`src/rtl/cp0_exc_unit_pkg.sv`:
```
// Shared CP0 definitions: register numbers, exception type and ExcCode encodings,
// raw MEM-stage flag positions and Status/Cause field indices.
package cp0_exc_unit_pkg;

    // CP0 register numbers
    localparam logic [4:0] RegCount   = 5'd9;
    localparam logic [4:0] RegCompare = 5'd11;
    localparam logic [4:0] RegStatus  = 5'd12;
    localparam logic [4:0] RegCause   = 5'd13;
    localparam logic [4:0] RegEpc     = 5'd14;
    localparam logic [4:0] RegPrid    = 5'd15;
    localparam logic [4:0] RegConfig  = 5'd16;

    // Encoded exception types handed to the pipeline controller
    localparam logic [31:0] ExcTypeNone    = 32'h0;
    localparam logic [31:0] ExcTypeInt     = 32'h1;
    localparam logic [31:0] ExcTypeSyscall = 32'h8;
    localparam logic [31:0] ExcTypeRi      = 32'ha;
    localparam logic [31:0] ExcTypeOv      = 32'hc;
    localparam logic [31:0] ExcTypeTrap    = 32'hd;
    localparam logic [31:0] ExcTypeEret    = 32'he;

    // Cause.ExcCode values
    localparam logic [4:0] ExcCodeInt     = 5'h00;
    localparam logic [4:0] ExcCodeSyscall = 5'h08;
    localparam logic [4:0] ExcCodeRi      = 5'h0a;
    localparam logic [4:0] ExcCodeOv      = 5'h0c;
    localparam logic [4:0] ExcCodeTrap    = 5'h0d;

    // Raw excflags bit positions
    localparam int unsigned FlagSyscall = 8;
    localparam int unsigned FlagRi      = 9;
    localparam int unsigned FlagTrap    = 10;
    localparam int unsigned FlagOv      = 11;
    localparam int unsigned FlagEret    = 12;

    // Status / Cause field indices
    localparam int unsigned StatusIe    = 0;
    localparam int unsigned StatusExl   = 1;
    localparam int unsigned StatusImLo  = 8;
    localparam int unsigned StatusImHi  = 15;
    localparam int unsigned CauseExcLo  = 2;
    localparam int unsigned CauseExcHi  = 6;
    localparam int unsigned CauseIpLo   = 8;
    localparam int unsigned CauseIpSwHi = 9;
    localparam int unsigned CauseIpHwLo = 10;
    localparam int unsigned CauseIpHi   = 15;
    localparam int unsigned CauseBd     = 31;

    localparam logic [31:0] StatusRst = 32'h1000_0000;

    // Map an encoded exception type to the ExcCode recorded in Cause
    function automatic logic [4:0] exc_code(input logic [31:0] exc_type);
        logic [4:0] code;
        case (exc_type)
            ExcTypeSyscall: code = ExcCodeSyscall;
            ExcTypeRi:      code = ExcCodeRi;
            ExcTypeTrap:    code = ExcCodeTrap;
            ExcTypeOv:      code = ExcCodeOv;
            default:        code = ExcCodeInt;
        endcase
        return code;
    endfunction

endpackage

```
`src/rtl/cp0_timer.sv`:
```
// CP0 Count/Compare timer. Count free-runs, Compare match raises a sticky
// interrupt that only a Compare write (or reset) clears.
module cp0_timer
    import cp0_exc_unit_pkg::*;
(
    input  logic        clk,
    input  logic        rst,
    input  logic        we_i,
    input  logic [4:0]  waddr_i,
    input  logic [31:0] wdata_i,
    output logic [31:0] count_o,
    output logic [31:0] compare_o,
    output logic        timer_int_o
);

    logic [31:0] count_q, count_d;
    logic [31:0] compare_q, compare_d;
    logic        timer_int_q, timer_int_d;

    // Next-state: increment, match detect, MTC0 loads (Compare write beats a match)
    always_comb begin
        count_d     = count_q + 32'd1;
        compare_d   = compare_q;
        timer_int_d = timer_int_q;
        if ((count_q == compare_q) && (compare_q != 32'd0)) begin
            timer_int_d = 1'b1;
        end
        if (we_i && (waddr_i == RegCount)) begin
            count_d = wdata_i;
        end
        if (we_i && (waddr_i == RegCompare)) begin
            compare_d   = wdata_i;
            timer_int_d = 1'b0;
        end
    end

    // Timer state registers
    always_ff @(posedge clk) begin
        if (rst) begin
            count_q     <= '0;
            compare_q   <= '0;
            timer_int_q <= 1'b0;
        end else begin
            count_q     <= count_d;
            compare_q   <= compare_d;
            timer_int_q <= timer_int_d;
        end
    end

    assign count_o     = count_q;
    assign compare_o   = compare_q;
    assign timer_int_o = timer_int_q;

endmodule

```
`src/rtl/cp0_exc_unit.sv`:
```
// CP0 register file with MEM-stage exception detection, prioritisation and commit.
// Optional Count/Compare timer is built only when CP0_TIMER_EN is defined.
module cp0_exc_unit
    import cp0_exc_unit_pkg::*;
#(
    parameter logic [31:0] PRID   = 32'h004c_0102,
    parameter logic [31:0] CONFIG = 32'h0000_8000
) (
    input  logic        clk,
    input  logic        rst,
    input  logic        we_i,
    input  logic [4:0]  waddr_i,
    input  logic [31:0] wdata_i,
    input  logic [4:0]  raddr_i,
    output logic [31:0] rdata_o,
    input  logic [5:0]  int_i,
    input  logic [31:0] excflags_i,
    input  logic [31:0] inst_addr_i,
    input  logic        in_delayslot_i,
    output logic [31:0] excepttype_o,
    output logic [31:0] epc_o,
    output logic [31:0] status_o,
    output logic [31:0] cause_o,
    output logic [31:0] count_o,
    output logic [31:0] compare_o,
    output logic        timer_int_o
);

    logic [31:0] status_q, status_d;
    logic [31:0] cause_q, cause_d;
    logic [31:0] epc_q, epc_d;
    logic [31:0] status_fwd, cause_fwd, epc_fwd;
    logic [31:0] exc_type;
    logic        int_pending;

`ifdef CP0_TIMER_EN
    cp0_timer u_timer (
        .clk         (clk),
        .rst         (rst),
        .we_i        (we_i),
        .waddr_i     (waddr_i),
        .wdata_i     (wdata_i),
        .count_o     (count_o),
        .compare_o   (compare_o),
        .timer_int_o (timer_int_o)
    );
`else
    assign count_o     = '0;
    assign compare_o   = '0;
    assign timer_int_o = 1'b0;
`endif

    // MEM-side view with the same-cycle WB MTC0 forwarded in
    always_comb begin
        status_fwd = status_q;
        cause_fwd  = cause_q;
        epc_fwd    = epc_q;
        if (we_i && (waddr_i == RegStatus)) begin
            status_fwd = wdata_i;
        end
        if (we_i && (waddr_i == RegCause)) begin
            cause_fwd[CauseIpSwHi:CauseIpLo] = wdata_i[CauseIpSwHi:CauseIpLo];
        end
        if (we_i && (waddr_i == RegEpc)) begin
            epc_fwd = wdata_i;
        end
    end

    assign int_pending = |(cause_fwd[CauseIpHi:CauseIpLo] & status_fwd[StatusImHi:StatusImLo]);

    // Exception detect in priority order; bubbles and reset never raise one
    always_comb begin
        exc_type = ExcTypeNone;
        if (!rst && (inst_addr_i != 32'd0)) begin
            if (int_pending && status_fwd[StatusIe] && !status_fwd[StatusExl]) begin
                exc_type = ExcTypeInt;
            end else if (excflags_i[FlagSyscall]) begin
                exc_type = ExcTypeSyscall;
            end else if (excflags_i[FlagRi]) begin
                exc_type = ExcTypeRi;
            end else if (excflags_i[FlagTrap]) begin
                exc_type = ExcTypeTrap;
            end else if (excflags_i[FlagOv]) begin
                exc_type = ExcTypeOv;
            end else if (excflags_i[FlagEret]) begin
                exc_type = ExcTypeEret;
            end
        end
    end

    // Next-state: MTC0 applied first, then the commit overrides the fields it owns
    always_comb begin
        status_d = status_fwd;
        cause_d  = cause_fwd;
        epc_d    = epc_fwd;
        cause_d[CauseIpHi:CauseIpHwLo] = int_i;
        if (exc_type == ExcTypeEret) begin
            status_d[StatusExl] = 1'b0;
        end else if (exc_type != ExcTypeNone) begin
            // A nested exception under EXL keeps the original return point
            if (!status_fwd[StatusExl]) begin
                epc_d            = in_delayslot_i ? (inst_addr_i - 32'd4) : inst_addr_i;
                cause_d[CauseBd] = in_delayslot_i;
            end
            status_d[StatusExl]             = 1'b1;
            cause_d[CauseExcHi:CauseExcLo] = exc_code(exc_type);
        end
    end

    // CP0 register state
    always_ff @(posedge clk) begin
        if (rst) begin
            status_q <= StatusRst;
            cause_q  <= '0;
            epc_q    <= '0;
        end else begin
            status_q <= status_d;
            cause_q  <= cause_d;
            epc_q    <= epc_d;
        end
    end

    // MFC0 read mux over stored registers
    always_comb begin
        rdata_o = '0;
        if (!rst) begin
            case (raddr_i)
                RegCount:   rdata_o = count_o;
                RegCompare: rdata_o = compare_o;
                RegStatus:  rdata_o = status_q;
                RegCause:   rdata_o = cause_q;
                RegEpc:     rdata_o = epc_q;
                RegPrid:    rdata_o = PRID;
                RegConfig:  rdata_o = CONFIG;
                default:    rdata_o = '0;
            endcase
        end
    end

    assign excepttype_o = exc_type;
    assign epc_o        = epc_fwd;
    assign status_o     = status_q;
    assign cause_o      = cause_q;

endmodule

```
`config.mk`:
```
export PLATFORM = sky130hd
export DESIGN_NAME = cp0_exc_unit
export DESIGN_NICKNAME = d
export VERILOG_FILES = /design/src/rtl/cp0_exc_unit_pkg.sv /design/src/rtl/cp0_timer.sv /design/src/rtl/cp0_exc_unit.sv
export SDC_FILE = /design/constraint.sdc
export NUM_CORES = 1
export LEC_CHECK = 0
export ABC_AREA = 1
export BUFFER_PORTS_ARGS = -buffer_cell sky130_fd_sc_hd__buf_2
export CORE_MARGIN = 8
export CORE_UTILIZATION = 41
export CTS_BUF_LIST = sky130_fd_sc_hd__clkbuf_8
export CTS_CLUSTER_DIAMETER = 200
export DETAILED_ROUTE_END_ITERATION = 10
export PLACE_DENSITY = 0.81
export SYNTH_ARGS = -nofsm -noshare
export SYNTH_HDL_FRONTEND = slang
export SYNTH_SLANG_ARGS = --single-unit
export TNS_END_PERCENT = 5
```
`constraint.sdc`:
```
create_clock -name clk -period 1.8 [get_ports clk]
set_input_delay 0.18 -clock clk [delete_from_list [all_inputs] [get_ports clk]]
set_output_delay 0.18 -clock clk [all_outputs]
set_load 0.1 [all_outputs]
```
==> results.md, run 1 <==
- Status: complete, but fails checks
- Failing checks: negative setup slack
- Tot Pwr: 6.322 mW
- Vias in the first global route: 6728
- Share of layout cells above drive strength 1: 0.3892
- Critical path data required time: 1620 ps
- Clock Skews: 13.34 ps
- Period minus WS final: 1991 ps
- Post-Route Utilization: 0.6680
- CTS sink count: 77
- # IOs: 341
- Post-DP Area: 0.008667 mm^2
- Final Hold Viols: 0
- Top_reg_cell synth: dfxtp_1
- Pwr/cell area: 684.4 mW/mm^2
- RD Place Congestion: 0.9262
- DRC: 0
- Worst-path fanout max: 5
- Gate power share: 0.524
- Met2 usage: 0.3851
- Global Route met1 Usage: 0.2663
- Slew Limit Fails: 0
- I/O Buffers: 201
- Netlist cell types: 38
- Post-route cell area: 0.009236 mm^2
- WL final: 21910 um
- Crit path setup slack, layout: -191.0 ps
- GR peak layer: met2
- Global-route wire length before repair: 33110 um
- R2R depth: 16
- Sequential element share of the synthesized area: 0.2668
- Dpl ws: -428.1 ps
- Vias/cell: 4.771
- Post-synth EDFFs: 0
- Root Driver: clkbuf_8
- Maximum clock rate: 502.3 MHz
- Share of power burned in registers: 0.291
- Static leakage: 4.641 nW
- Die width: 134.7 um
- #FFs+latches synth: 77
- Die area: 0.01815 mm^2
- 1st-pass router iterations: 5
- Cell Area, Synth: 0.005778 mm^2
- Worst Max-Slew Pin Slew: 523.4 ps
- # rows: 43
- Hold path depth: 3
- Clock network fraction of total power: 0.185
- Asr flop ratio synth: 0
- Setup CP Type: reg2out
- Worst Hold Class: in2reg
- Area of the core: 0.01383 mm^2
- CTS tree: yes
- Cell count after synthesis: 916
- Total grt overflow: 0
- Die Y: 134.7 um
- Sw power: 3.185 mW
- Critical path arrival: 1810 ps
- Element type at the critical path end: primary output
- Slew Limit Headroom: 0.6484
- Pin count of the biggest net entering global routing: 31
- Post-route clock period utilization: 1.106
- WL/cell: 15.61 um
- Dpl hpwl: 17270 um
- H-Tree Depth: 3
- Internal: 3.137 mW
- Endpoints failing setup: 41
- Worst-Skew Late Latency: 350 ps
- Bufs on Longest Clock Path: 2
- Reg clk slew, reported paths: 80 ps
- DRT antenna net count: 0
- Syn Area/Cell: 6.308 um^2
- Syn. warnings: 0
- Unrepaired setup endpoints after global routing: yes
- Switch share: 0.5038
- Met3 Resource Use GR: 0.04755
- Cts bufs inserted: 9
- Initial Utilization: 0.4179
- Total GRT Usage: 0.2254
- Area Growth Syn to Fin: 59.85%
- Final #Nets: 1336
- Max Cap Violations: 0
- Peak supply drop: 0.4590 mV
- Iteration-0 DRC Markers: 379
- Critical path startpoint category: flop
- Antenna violations before repair: 1
- Vias: 6699
-- kinds of logic after synthesis --
logic type / synth area share
fa+ha+maj: 0.004330
compound gates: 0.09679
buf+inv: 0.2486
simple gates: 0.3149
xor+xnor: 0.04093
mux: 0.02707
flops: 0.2668
other cells: 0.0006490
-- area by class of cell --
class | instances | area [um^2]
clock buffer | 11 | 151.4
tap | 180 | 225.2
sequential | 77 | 1614
clock inverter | 5 | 21.27
multi-input combinational | 690 | 3680
timing repair buffer | 328 | 3100
antenna | 1 | 2.502
fill | 1125 | 4591
inverter | 112 | 441.7
-- through the flow --
step	setup TNS, ps	hold slack, ps	instances
CTS	-798.5	3.485	1393
floorplan	-11510	277.3	1027
global placement	-11060	379.0	1369
global route	-8590	22.09	1404
detailed placement	-14470	384.8	1369
finish	-2819	26.09	1404
-- power by group through the flow --
stage | clock network [mW] | registers [mW] | logic [mW]
6_report | 1.17 | 1.84 | 3.31
4_1_cts | 1.20 | 1.84 | 3.24
2_1_floorplan | 0 | 2.02 | 2.38
5_1_grt | 1.28 | 1.85 | 3.45
3_3_place_gp | 0 | 1.87 | 3.20
3_5_place_dp | 0 | 1.88 | 3.22
-- worst max-delay path, stage by stage, from the launching register on --
cell and delay (ps):
dfxtp_4 350, inv_2 70, nand2_2 70, nand3_2 90, nand2_2 80, nor2_4 110, nand2_2 80, nand2_4 130
nand3_4 80, buf_6 130, clkinvlp_4 80, buf_12 170
-- cells in the mapped netlist, types with 3 or more instances --
library cell    n  area (um^2)
nand4_1         3        18.77
o21ai_0        30        150.1
buf_2           5        25.02
o221ai_1        8        70.07
nor4_1          5        31.28
inv_1         110        412.9
xor2_1         18        157.7
o211ai_1        3        22.52
nor2_1        134        503.0
nand3_1        43        215.2
nor3_1         11        55.05
mux2_2         13        146.4
buf_6           3        33.78
a21oi_1        50        250.2
clkbuf_1       24        90.09
buf_1           3        11.26
nand3b_1       13        97.59
buf_4         114        855.8
xnor2_1         9        78.83
nand2_1       214        803.3
or2_2           3        18.77
dfxtp_1        77         1541
-- flip-flops by register name, summed over array words and instances (netlist names) --
name / cells
cause_o: 13
epc_q: 32
status_o: 32
-- metal layers --
layer  share of wire  up-vias
met5               0        -
met4           0.037        0
met3           0.076       63
met2            0.48      349
met1            0.40     3042
li1                -     3245
-- path summary, 6_finish.rpt --
check,start,to,slack (ps)
setup reg to reg,status_o[12],epc_q[2],-110
hold / removal,int_i[4],cause_o[14],30
setup / recovery,status_o[12],excepttype_o[3],-190
hold reg to reg,status_o[2],status_o[2],470
-- timing repair --
action / CTS / global route
hold buffers: 1 / 0
pin swaps: 9 / 15
cloned: 1 / 1
resized for setup: 30 / 57
setup endpoints to repair: 42 / 82
setup buffers: 6 / 9
hold endpoints to repair: 1 / 0
-- cell usage in the layout, fill, tap and decap left out, types with 3 or more instances in the layout --
| cell | count |
|---|---|
| o21ai_0 | 20 |
| o221ai_1 | 8 |
| inv_2 | 12 |
| dfxtp_1 | 53 |
| xor2_1 | 18 |
| nand2_2 | 20 |
| buf_12 | 75 |
| buf_2 | 133 |
| inv_1 | 98 |
| or2_2 | 3 |
| nor2_4 | 5 |
| dfxtp_2 | 7 |
| nor4_1 | 5 |
| nor3_1 | 10 |
| xnor2_1 | 9 |
| conb_1 | 112 |
| nor2_2 | 9 |
| nand3b_1 | 13 |
| buf_6 | 8 |
| nand2_1 | 193 |
| nand4_1 | 3 |
| buf_4 | 111 |
| a21oi_1 | 29 |
| clkinvlp_4 | 3 |
| nand3_4 | 3 |
| nand3_1 | 29 |
| o211ai_1 | 3 |
| nand2_4 | 3 |
| a21oi_4 | 20 |
| dfxtp_4 | 17 |
| nor2_1 | 121 |
| o21ai_1 | 9 |
| mux2_2 | 13 |
| nand3_2 | 14 |
| clkbuf_8 | 11 |
Note: power is estimated with default switching activity, not from simulation.
==> run 2, diff against run 1 <==
==> constraint.sdc (replaced) <==
create_clock -name clk -period 1.8 [get_ports clk]
set_input_delay 0.36 -clock clk [delete_from_list [all_inputs] [get_ports clk]]
set_output_delay 0.36 -clock clk [all_outputs]
set_load 0.1 [all_outputs]
==> results.md, run 2 (synthesis results as in run 1) <==
- Clock network fraction of total power: 0.242
- CTS Hold Buffers Added: 0
- Area of the core: 0.01383 mm^2
- Critical path arrival: 1970 ps
- Die width: 134.7 um
- Bufs on Longest Clock Path: 2
- Status: complete, but fails checks
- Pwr/cell area: 707.4 mW/mm^2
- Clock Skews: 13.78 ps
- Sw power: 3.312 mW
- Commonest non-fill, non-tap cells in the layout: 189 x nand2_1, 152 x buf_4, 127 x buf_2
- CTS tree: yes
- Share of layout cells above drive strength 1: 0.4474
- Worst-path fanout max: 5
- RD Place Congestion: 0.9349
- Post-Route Utilization: 0.7171
- Element type at the critical path end: primary output
- Die Y: 134.7 um
- Setup CP Type: in2out
- Vias: 7084
- Total GRT Usage: 0.2538
- Worst Max-Slew Pin Slew: 519.5 ps
- Slew Limit Headroom: 0.6561
- Reg clk slew, reported paths: 90 ps
- Switch share: 0.4721
- Post-route cell area: 0.009916 mm^2
- Vias in the first global route: 7265
- Dpl ws: -680.0 ps
- WL/cell: 17.13 um
- Crit path setup slack, layout: -534.2 ps
- Global-route wire length before repair: 37220 um
- Slew Limit Fails: 0
- Post-DP Area: 0.008977 mm^2
- Pin count of the biggest net entering global routing: 34
- Commonest non-fill, non-tap cell in the layout: nand2_1
- Final Hold Viols: 0
- CTS sink count: 77
- Total grt overflow: 0
- I/O Buffers: 201
- H-Tree Depth: 3
- Internal: 3.703 mW
- DRT antenna net count: 0
- # rows: 43
- Gate power share: 0.493
- Cells after DPL: 1400
- 1st-pass router iterations: 5
- Worst-Skew Late Latency: 360 ps
- Die area: 0.01815 mm^2
- Post-route clock period utilization: 1.297
- Critical path startpoint category: input pin
- # IOs: 341
- Critical path data required time: 1440 ps
- Endpoints failing setup: 107
- Failing checks: negative setup slack
- Dpl hpwl: 18270 um
- Vias/cell: 4.899
- Cts bufs inserted: 9
- Maximum clock rate: 428.4 MHz
- Peak supply drop: 0.3865 mV
- Share of power burned in registers: 0.265
- Worst Hold Class: in2reg
- Area Growth Syn to Fin: 71.61%
- DRC: 0
- Max Cap Violations: 0
- Root Driver: clkbuf_8
- Setup_tns: -34140 ps
- WL final: 24770 um
- Static leakage: 4.764 nW
- Final #Nets: 1378
- Initial Utilization: 0.4179
- Period minus WS final: 2334 ps
- Unrepaired setup endpoints after global routing: yes
- Fin cells: 1446
- Iteration-0 DRC Markers: 586
- Antenna violations before repair: 1
[run 2: stage by stage]
step	total power [mW]	hold slack, ps
after global placement	5.156	453.5
after floorplan	4.437	459.6
after detailed placement	5.200	457.0
after CTS	6.949	176.4
after global routing	7.252	175.1
final	7.015	188.9
[run 2: cell type report]
class                      instances  area, um^2
clock buffer                      12       165.2
tap                              180       225.2
antenna                            1       2.502
fill                            1004        3911
timing repair buffer             371        3498
inverter                         112       505.5
clock inverter                     4       93.84
multi-input combinational        689        3856
sequential                        77        1569
[run 2: final timing paths]
kind	to	cells after the start	from	slack (ps)
worst max-delay path	excepttype_o[3]	15	waddr_i[0]	-530
worst min-delay path	cause_o[11]	3	int_i[1]	190
worst max register to register	cause_o[8]	15	cause_o[8]	-390
worst min register to register	status_o[22]	2	status_o[22]	470
[run 2: what timing repair did]
item	4_1_cts	5_1_grt
setup buffers	22	7
gates resized for setup	92	38
setup endpoints to repair	106	107
cloned	1	0
pin swaps	31	20
[run 2: power by group through the flow]
| stage | Combinational [mW] | Clock [mW] | Sequential (mW) |
|---|---|---|---|
| after global routing | 3.59 | 1.79 | 1.87 |
| after global placement | 3.27 | 0 | 1.89 |
| final | 3.46 | 1.69 | 1.86 |
| after detailed placement | 3.30 | 0 | 1.90 |
| after CTS | 3.39 | 1.70 | 1.86 |
| after floorplan | 2.40 | 0 | 2.04 |
[run 2: worst max-delay path, cell delays in order]
cell,delay (ps)
buf_4,120
inv_4,40
nor2_4,150
nand3_2,120
nand2_2,120
nand2_1,90
nand2_1,80
nand2_1,70
nor2_2,120
nand2_2,80
nand2_4,130
nand3_4,80
buf_6,140
clkinvlp_4,90
buf_12,170
[run 2: routing by layer]
layer,global-route usage,routed length (um),up-vias
met1,0.2909,9408,3287
met2,0.4509,12470,393
met4,0.1048,919,0
met3,0.04792,1965,81
li1,-,-,3323
met5,0,0,-
